==> src/rtl/riscv_pipe_pkg.sv <==
// Shared pipeline types for the RISC-V core: result source, ALU control,
// the packed decode-to-execute control word and its all-zero NOP value.
package riscv_pipe_pkg;

  typedef enum logic [1:0] {
    RES_ALU = 2'b00,
    RES_MEM = 2'b01,
    RES_PC4 = 2'b10
  } result_src_t;

  typedef logic [2:0] alu_ctrl_t;

  typedef struct packed {
    logic        reg_write;
    result_src_t result_src;
    logic        mem_write;
    logic        jump;
    logic        branch;
    alu_ctrl_t   alu_ctrl;
    logic        alu_src;
  } de_ctrl_t;

  localparam de_ctrl_t DE_CTRL_NOP = '0;

endpackage

==> src/rtl/wb_bypass.sv <==
// Writeback-to-decode bypass for one register-file read port. Covers the
// gap between the register file writing at the clock edge and reading
// combinationally: when Writeback targets the register being read, the new
// data is forwarded instead of the stale read value. x0 is never forwarded.
module wb_bypass
  import riscv_pipe_pkg::*;
#(
  parameter int ADDRESS_WIDTH = 5,
  parameter int DATA_WIDTH    = 32
) (
  input  logic [ADDRESS_WIDTH-1:0] rs,
  input  logic [DATA_WIDTH-1:0]    rd_raw,
  input  logic                     we,
  input  logic [ADDRESS_WIDTH-1:0] a3,
  input  logic [DATA_WIDTH-1:0]    wd,
  output logic [DATA_WIDTH-1:0]    rd_fwd
);

  // Select the writeback data on an index match to a non-zero register.
  always_comb begin
    rd_fwd = rd_raw;
    if (we && (a3 == rs) && (a3 != '0)) begin
      rd_fwd = wd;
    end
  end

endmodule

==> src/rtl/decode_execute_reg.sv <==
// Decode-to-execute pipeline register.
// Optional feature macro: DE_WB_BYPASS_EN (writeback-to-decode bypass on
// RD1/RD2). Without it the raw register-file values are captured.
//
// Valid semantics: valid_d marks a real instruction in Decode. There is no
// ready; back-pressure is stall_i (hold) and cancellation is flush_i
// (bubble). Edge priority is rst > flush_i > stall_i > load, and a load with
// valid_d=0 produces a bubble.
module decode_execute_reg
  import riscv_pipe_pkg::*;
#(
  parameter int ADDRESS_WIDTH = 5,
  parameter int DATA_WIDTH    = 32
) (
  input  logic                     clk,
  input  logic                     rst,
  input  logic                     stall_i,
  input  logic                     flush_i,
  input  logic                     valid_d,
  input  logic [DATA_WIDTH-1:0]    rd1_d,
  input  logic [DATA_WIDTH-1:0]    rd2_d,
  input  logic [ADDRESS_WIDTH-1:0] rs1_d,
  input  logic [ADDRESS_WIDTH-1:0] rs2_d,
  input  logic [ADDRESS_WIDTH-1:0] rd_d,
  input  logic [DATA_WIDTH-1:0]    pc_d,
  input  logic [DATA_WIDTH-1:0]    pc_plus4_d,
  input  logic [DATA_WIDTH-1:0]    imm_d,
  input  de_ctrl_t                 ctrl_d,
  input  logic                     we3_w,
  input  logic [ADDRESS_WIDTH-1:0] a3_w,
  input  logic [DATA_WIDTH-1:0]    wd3_w,
  output logic                     valid_e,
  output logic [DATA_WIDTH-1:0]    rd1_e,
  output logic [DATA_WIDTH-1:0]    rd2_e,
  output logic [ADDRESS_WIDTH-1:0] rs1_e,
  output logic [ADDRESS_WIDTH-1:0] rs2_e,
  output logic [ADDRESS_WIDTH-1:0] rd_e,
  output logic [DATA_WIDTH-1:0]    pc_e,
  output logic [DATA_WIDTH-1:0]    pc_plus4_e,
  output logic [DATA_WIDTH-1:0]    imm_e,
  output de_ctrl_t                 ctrl_e,
  output logic                     load_use_o
);

  typedef struct packed {
    logic                     valid;
    logic [DATA_WIDTH-1:0]    rd1;
    logic [DATA_WIDTH-1:0]    rd2;
    logic [ADDRESS_WIDTH-1:0] rs1;
    logic [ADDRESS_WIDTH-1:0] rs2;
    logic [ADDRESS_WIDTH-1:0] rd;
    logic [DATA_WIDTH-1:0]    pc;
    logic [DATA_WIDTH-1:0]    pc_plus4;
    logic [DATA_WIDTH-1:0]    imm;
    de_ctrl_t                 ctrl;
  } e_stage_t;

  e_stage_t               e_d;
  e_stage_t               e_q;
  logic [DATA_WIDTH-1:0]  rd1_fwd;
  logic [DATA_WIDTH-1:0]  rd2_fwd;

`ifdef DE_WB_BYPASS_EN
  wb_bypass #(
    .ADDRESS_WIDTH(ADDRESS_WIDTH),
    .DATA_WIDTH   (DATA_WIDTH)
  ) u_bypass_rs1 (
    .rs    (rs1_d),
    .rd_raw(rd1_d),
    .we    (we3_w),
    .a3    (a3_w),
    .wd    (wd3_w),
    .rd_fwd(rd1_fwd)
  );

  wb_bypass #(
    .ADDRESS_WIDTH(ADDRESS_WIDTH),
    .DATA_WIDTH   (DATA_WIDTH)
  ) u_bypass_rs2 (
    .rs    (rs2_d),
    .rd_raw(rd2_d),
    .we    (we3_w),
    .a3    (a3_w),
    .wd    (wd3_w),
    .rd_fwd(rd2_fwd)
  );
`else
  // Writeback port is not consumed without the bypass; the hazard unit
  // covers W-to-D dependencies with an extra stall cycle instead.
  logic unused_wb_port;
  assign unused_wb_port = ^{we3_w, a3_w, wd3_w};
  assign rd1_fwd = rd1_d;
  assign rd2_fwd = rd2_d;
`endif

  // Next E-stage contents: flush beats stall, stall holds, invalid D loads a bubble.
  always_comb begin
    e_d = e_q;
    if (flush_i) begin
      e_d = '0;
    end else if (stall_i) begin
      e_d = e_q;
    end else if (!valid_d) begin
      e_d = '0;
    end else begin
      e_d.valid    = 1'b1;
      e_d.rd1      = rd1_fwd;
      e_d.rd2      = rd2_fwd;
      e_d.rs1      = rs1_d;
      e_d.rs2      = rs2_d;
      e_d.rd       = rd_d;
      e_d.pc       = pc_d;
      e_d.pc_plus4 = pc_plus4_d;
      e_d.imm      = imm_d;
      e_d.ctrl     = ctrl_d;
    end
  end

  // E-stage register with asynchronous clear to an all-zero bubble.
  always_ff @(posedge clk or posedge rst) begin
    if (rst) begin
      e_q <= '0;
    end else begin
      e_q <= e_d;
    end
  end

  // Load-use request: a valid load in E writes a register Decode is reading.
  // Depends only on E state and D source indices, never on stall/flush.
  always_comb begin
    load_use_o = e_q.valid
              && (e_q.ctrl.result_src == RES_MEM)
              && (e_q.rd != '0)
              && ((e_q.rd == rs1_d) || (e_q.rd == rs2_d));
  end

  assign valid_e    = e_q.valid;
  assign rd1_e      = e_q.rd1;
  assign rd2_e      = e_q.rd2;
  assign rs1_e      = e_q.rs1;
  assign rs2_e      = e_q.rs2;
  assign rd_e       = e_q.rd;
  assign pc_e       = e_q.pc;
  assign pc_plus4_e = e_q.pc_plus4;
  assign imm_e      = e_q.imm;
  assign ctrl_e     = e_q.ctrl;

endmodule

==> config.mk <==
export PLATFORM = sky130hd
export DESIGN_NAME = decode_execute_reg
export DESIGN_NICKNAME = d
export VERILOG_FILES = /design/src/rtl/riscv_pipe_pkg.sv /design/src/rtl/wb_bypass.sv /design/src/rtl/decode_execute_reg.sv
export SDC_FILE = /design/constraint.sdc
export NUM_CORES = 1
export LEC_CHECK = 0
export ABC_AREA = 1
export BUFFER_PORTS_ARGS = -buffer_cell sky130_fd_sc_hd__buf_2
export CAP_MARGIN = 5
export CORE_AREA = 4 4 159 161
export CTS_BUF_LIST = sky130_fd_sc_hd__clkbuf_16
export DETAILED_ROUTE_END_ITERATION = 7
export DIE_AREA = 0 0 163 165
export PLACE_DENSITY = 0.65
export SLEW_MARGIN = 20
export SYNTH_ARGS = -nofsm -noshare
export SYNTH_HDL_FRONTEND = slang
export SYNTH_HIERARCHICAL = 1
export SYNTH_SLANG_ARGS = --single-unit
==> constraint.sdc <==
create_clock -name clk -period 8.75 [get_ports clk]
set_input_delay 2.625 -clock clk [delete_from_list [all_inputs] [get_ports clk]]
set_output_delay 2.625 -clock clk [all_outputs]
set_load 0.1 [all_outputs]
==> run_results.csv <==
group,metric,value,unit
outcome,status,"completed",
power_and_ir_drop,power.leakage,6.14,nW
routing,post-route-drc-count,0,
sta,fin_ws,2.21,ns
global_route,grt_antenna_before_repair,6,
setup_path,cp_slowest_cell,"buf_2",
power_and_ir_drop,power_frac_comb,24.8,%
die,dieWidth,163,µm
clock_network,cts_hold_buf,0,
setup_path,worstSetupEndpointType,"primary output",
place,dp_cells,1487,
die,core_area,24000,µm²
clock_network,post-cts-setup-buffers,0,
sta,worstMarginPinSlew,0.978,ns
die,start_util,33.7,%
synth,yosysWarnings,6,
die,die_area,26900,µm²
clock_network,cts_tree,"built",
hold_path,holdCritPathClass,"reg -> reg",
power_and_ir_drop,peakVddDrop,0.000105,V
die,die_y,165,µm
global_route,grt_start_max_net_pins,125,
global_route,grt_pass1_vias,6772,
sta,rsz0062_at_grt,"false",
die,std_cell_rows,57,
synth,synth.avg_cell_area,9.58,µm²
routing,avgViaCountPerCell,4.53,
setup_path,path_cells,"buf_2, nor2_1, nor2_1, nor2_1, nand3_1, a21oi_1, buf_2",
routing,avgRoutedWirePerCell,16.1,µm
sta,setup_violations,0,
sta,max_freq,0.153,GHz
layout,synthToLayoutAreaGrowth,30.5,%
clock_network,path_clk_slew,0.07,ns
power_and_ir_drop,power_density,212,nW/µm²
setup_path,crit_top_cell,"nor2_1",
synth,yosysUniqueCellTypes,20,
place,dpl_cell_area,9960,µm²
power_and_ir_drop,switching_share,38.7,%
clock_network,cts_sinks,186,
setup_path,cp-start-kind,"primary input",
setup_path,crit_buf_inv,2,
sta,slew_viol_final,0,
layout,stdcell_count,1521,
sta,hold_slack,0.512,ns
layout,drive_gt1_share,39.3,%
setup_path,critPathKind,"in -> out",
synth,syn_area,8070,µm²
setup_path,cp.arrival,3.92,ns
clock_network,clock_path_buffers,2,
routing,antenna_left,0,
layout,finalInstanceArea,10500,µm²
global_route,gr-total-overflow,0,
run,maxCapViolCount,0,
sta,setup-tns-final,0,ns
place,pre_cts_ws,2.16,ns
power_and_ir_drop,internal_power,1.37,mW
clock_network,cts_resized,0,
clock_network,cts_root_buf,"clkbuf_16",
die,ioPinCount,415,
clock_network,clk_latency,0.43,ns
setup_path,worstPathMaxFanout,3,
power_and_ir_drop,power_frac_clock,33.8,%
power_and_ir_drop,seqPwrFrac,41.5,%
layout,fin_util,43.9,%
clock_network,htree_levels,4,
sta,slew_headroom,34.8,%
setup_path,max_stage_delay,0.50,ns
routing,drtPass1Iterations,4,
sta,fin_crit_sh,74.8,%
sta,final.setup_skew,0,ns
layout,nets,1410,
place,dp_hpwl,16700,µm
synth,ys_ff_latch,186,
routing,drtIter0Drc,536,
synth,ys_seq_area_share,57.7,%
power_and_ir_drop,p_sw,0.864,mW
synth,synth_nets,1070,
place,gp_congestion,0.755,
routing,via_count,6891,
synth,syn_inst,842,
clock_network,numCtsBuffers,17,
sta,final_hold_viol_count,0,
global_route,grt.total_usage,17.5,%
setup_path,cp.required,6.12,ns
power_and_ir_drop,total_power,2.23,mW
sta,min_period,6.54,ns
place,portBuffers,376,
routing,routed_wl,24500,µm
global_route,grt_pass1_wl,37000,µm
setup_path,crit_family,"buffers and inverters",
## cells in the mapped netlist (all sizes together)
cell,count,area share (%)
o22ai,5,0.39
dfrtp,186,58
o21ai,180,14
xor2,1,0.11
xnor2,2,0.22
clkbuf,4,0.19
nand3,184,12
inv,193,9.0
nand2,21,1.1
nor2,7,0.33
buf,56,5.5
nand4,2,0.16
a21oi,1,0.062
## worst reg2reg max path, delay by kind of cell, from the launching register on
| kind | cells | cell delay [ns] |
|---|---|---|
| flops | 1 | 0.43 |
| compound gates | 1 | 0.10 |
| buf+inv | 1 | 0.15 |
## layer usage
| layer | track usage, % | up-vias | share of wire, % | wire (µm) |
|---|---|---|---|---|
| met5 | 0 | - | 0.17 | 41 |
| met4 | 6.18 | 8 | 2.6 | 637 |
| met3 | 6.26 | 38 | 8.3 | 2050 |
| met2 | 27.8 | 276 | 47 | 11400 |
| met1 | 22.1 | 3197 | 42 | 10300 |
| li1 | - | 3372 | - | - |
## power groups by stage
stage	clock [mW]	combinational, mW	sequential, mW
floorplan	0	0.115	1.27
detailed placement	0	0.560	0.943
global route	0.822	0.583	0.932
global placement	0	0.558	0.941
CTS	0.783	0.560	0.927
finish	0.754	0.553	0.927
## final cells by class
class                   instances  area, µm²
flip-flops and latches        186       4650
clock inverters                15        135
repair buffers                381       1940
clock buffers                  17        425
multi-input cells             403       2230
fillers                      2400      13400
diodes                          2       5.00
well taps                     324        405
inverters                     193        737
## layout by cell type, fill, tap and decap left out
cell,synthesis,layout
nand3_1,183,183
xnor2_1,2,2
a21oi_1,1,1
inv_6,0,4
xor2_1,1,1
nand2_1,20,20
inv_8,0,5
buf_4,20,4
nor2_1,7,7
clkinv_1,0,1
o21ai_0,46,46
diode_2,0,2
clkinv_2,0,1
clkinv_4,0,4
o21ai_1,79,79
clkbuf_16,0,17
nand4_1,2,2
o21ai_2,55,55
inv_1,192,192
nand3_4,1,1
clkinv_8,0,1
buf_2,18,375
nand2_4,1,1
o22ai_1,5,5
dfrtp_1,186,186
buf_12,0,1
buf_6,18,1
## cell families (layout without fill, tap and decap cells)
family / count (synthesis) / after routing / synth area share [%]
buffers and inverters: 253 / 606 / 14.7
DFF: 186 / 186 / 57.7
other: 0 / 2 / 0
AOI/OAI and AO/OA: 186 / 186 / 14.2
and+or+nand+nor: 214 / 214 / 13.1
xor gates and xnor gates: 3 / 3 / 0.326
## flip-flops by register name, indices dropped and copies added, names as in the netlist
name and count:
imm_e 32, pc_e 32, pc_plus4_e 32, rd1_e 32, rd2_e 32, ctrl_e 10, rd_e 5, rs1_e 5
rs2_e 5, valid_e 1
## path summary, 6_finish.rpt
| path | startpoint | endpoint | slack [ns] | depth (start not counted) |
|---|---|---|---|---|
| worst max-delay path | rs2_d[0] | load_use_o | 2.21 | 7 |
| worst min-delay path | rs2_e[3] | rs2_e[3] | 0.51 | 2 |
| worst max register to register | rd_e[2] | rd_e[2] | 7.92 | 2 |
| worst min register to register | rs2_e[3] | rs2_e[3] | 0.51 | 2 |
| max in group asynchronous | rst | pc_e[23] | 4.96 | 3 |
| min in group asynchronous | rst | rd2_e[26] | 2.37 | 2 |
(Power assumes the default switching activity.)
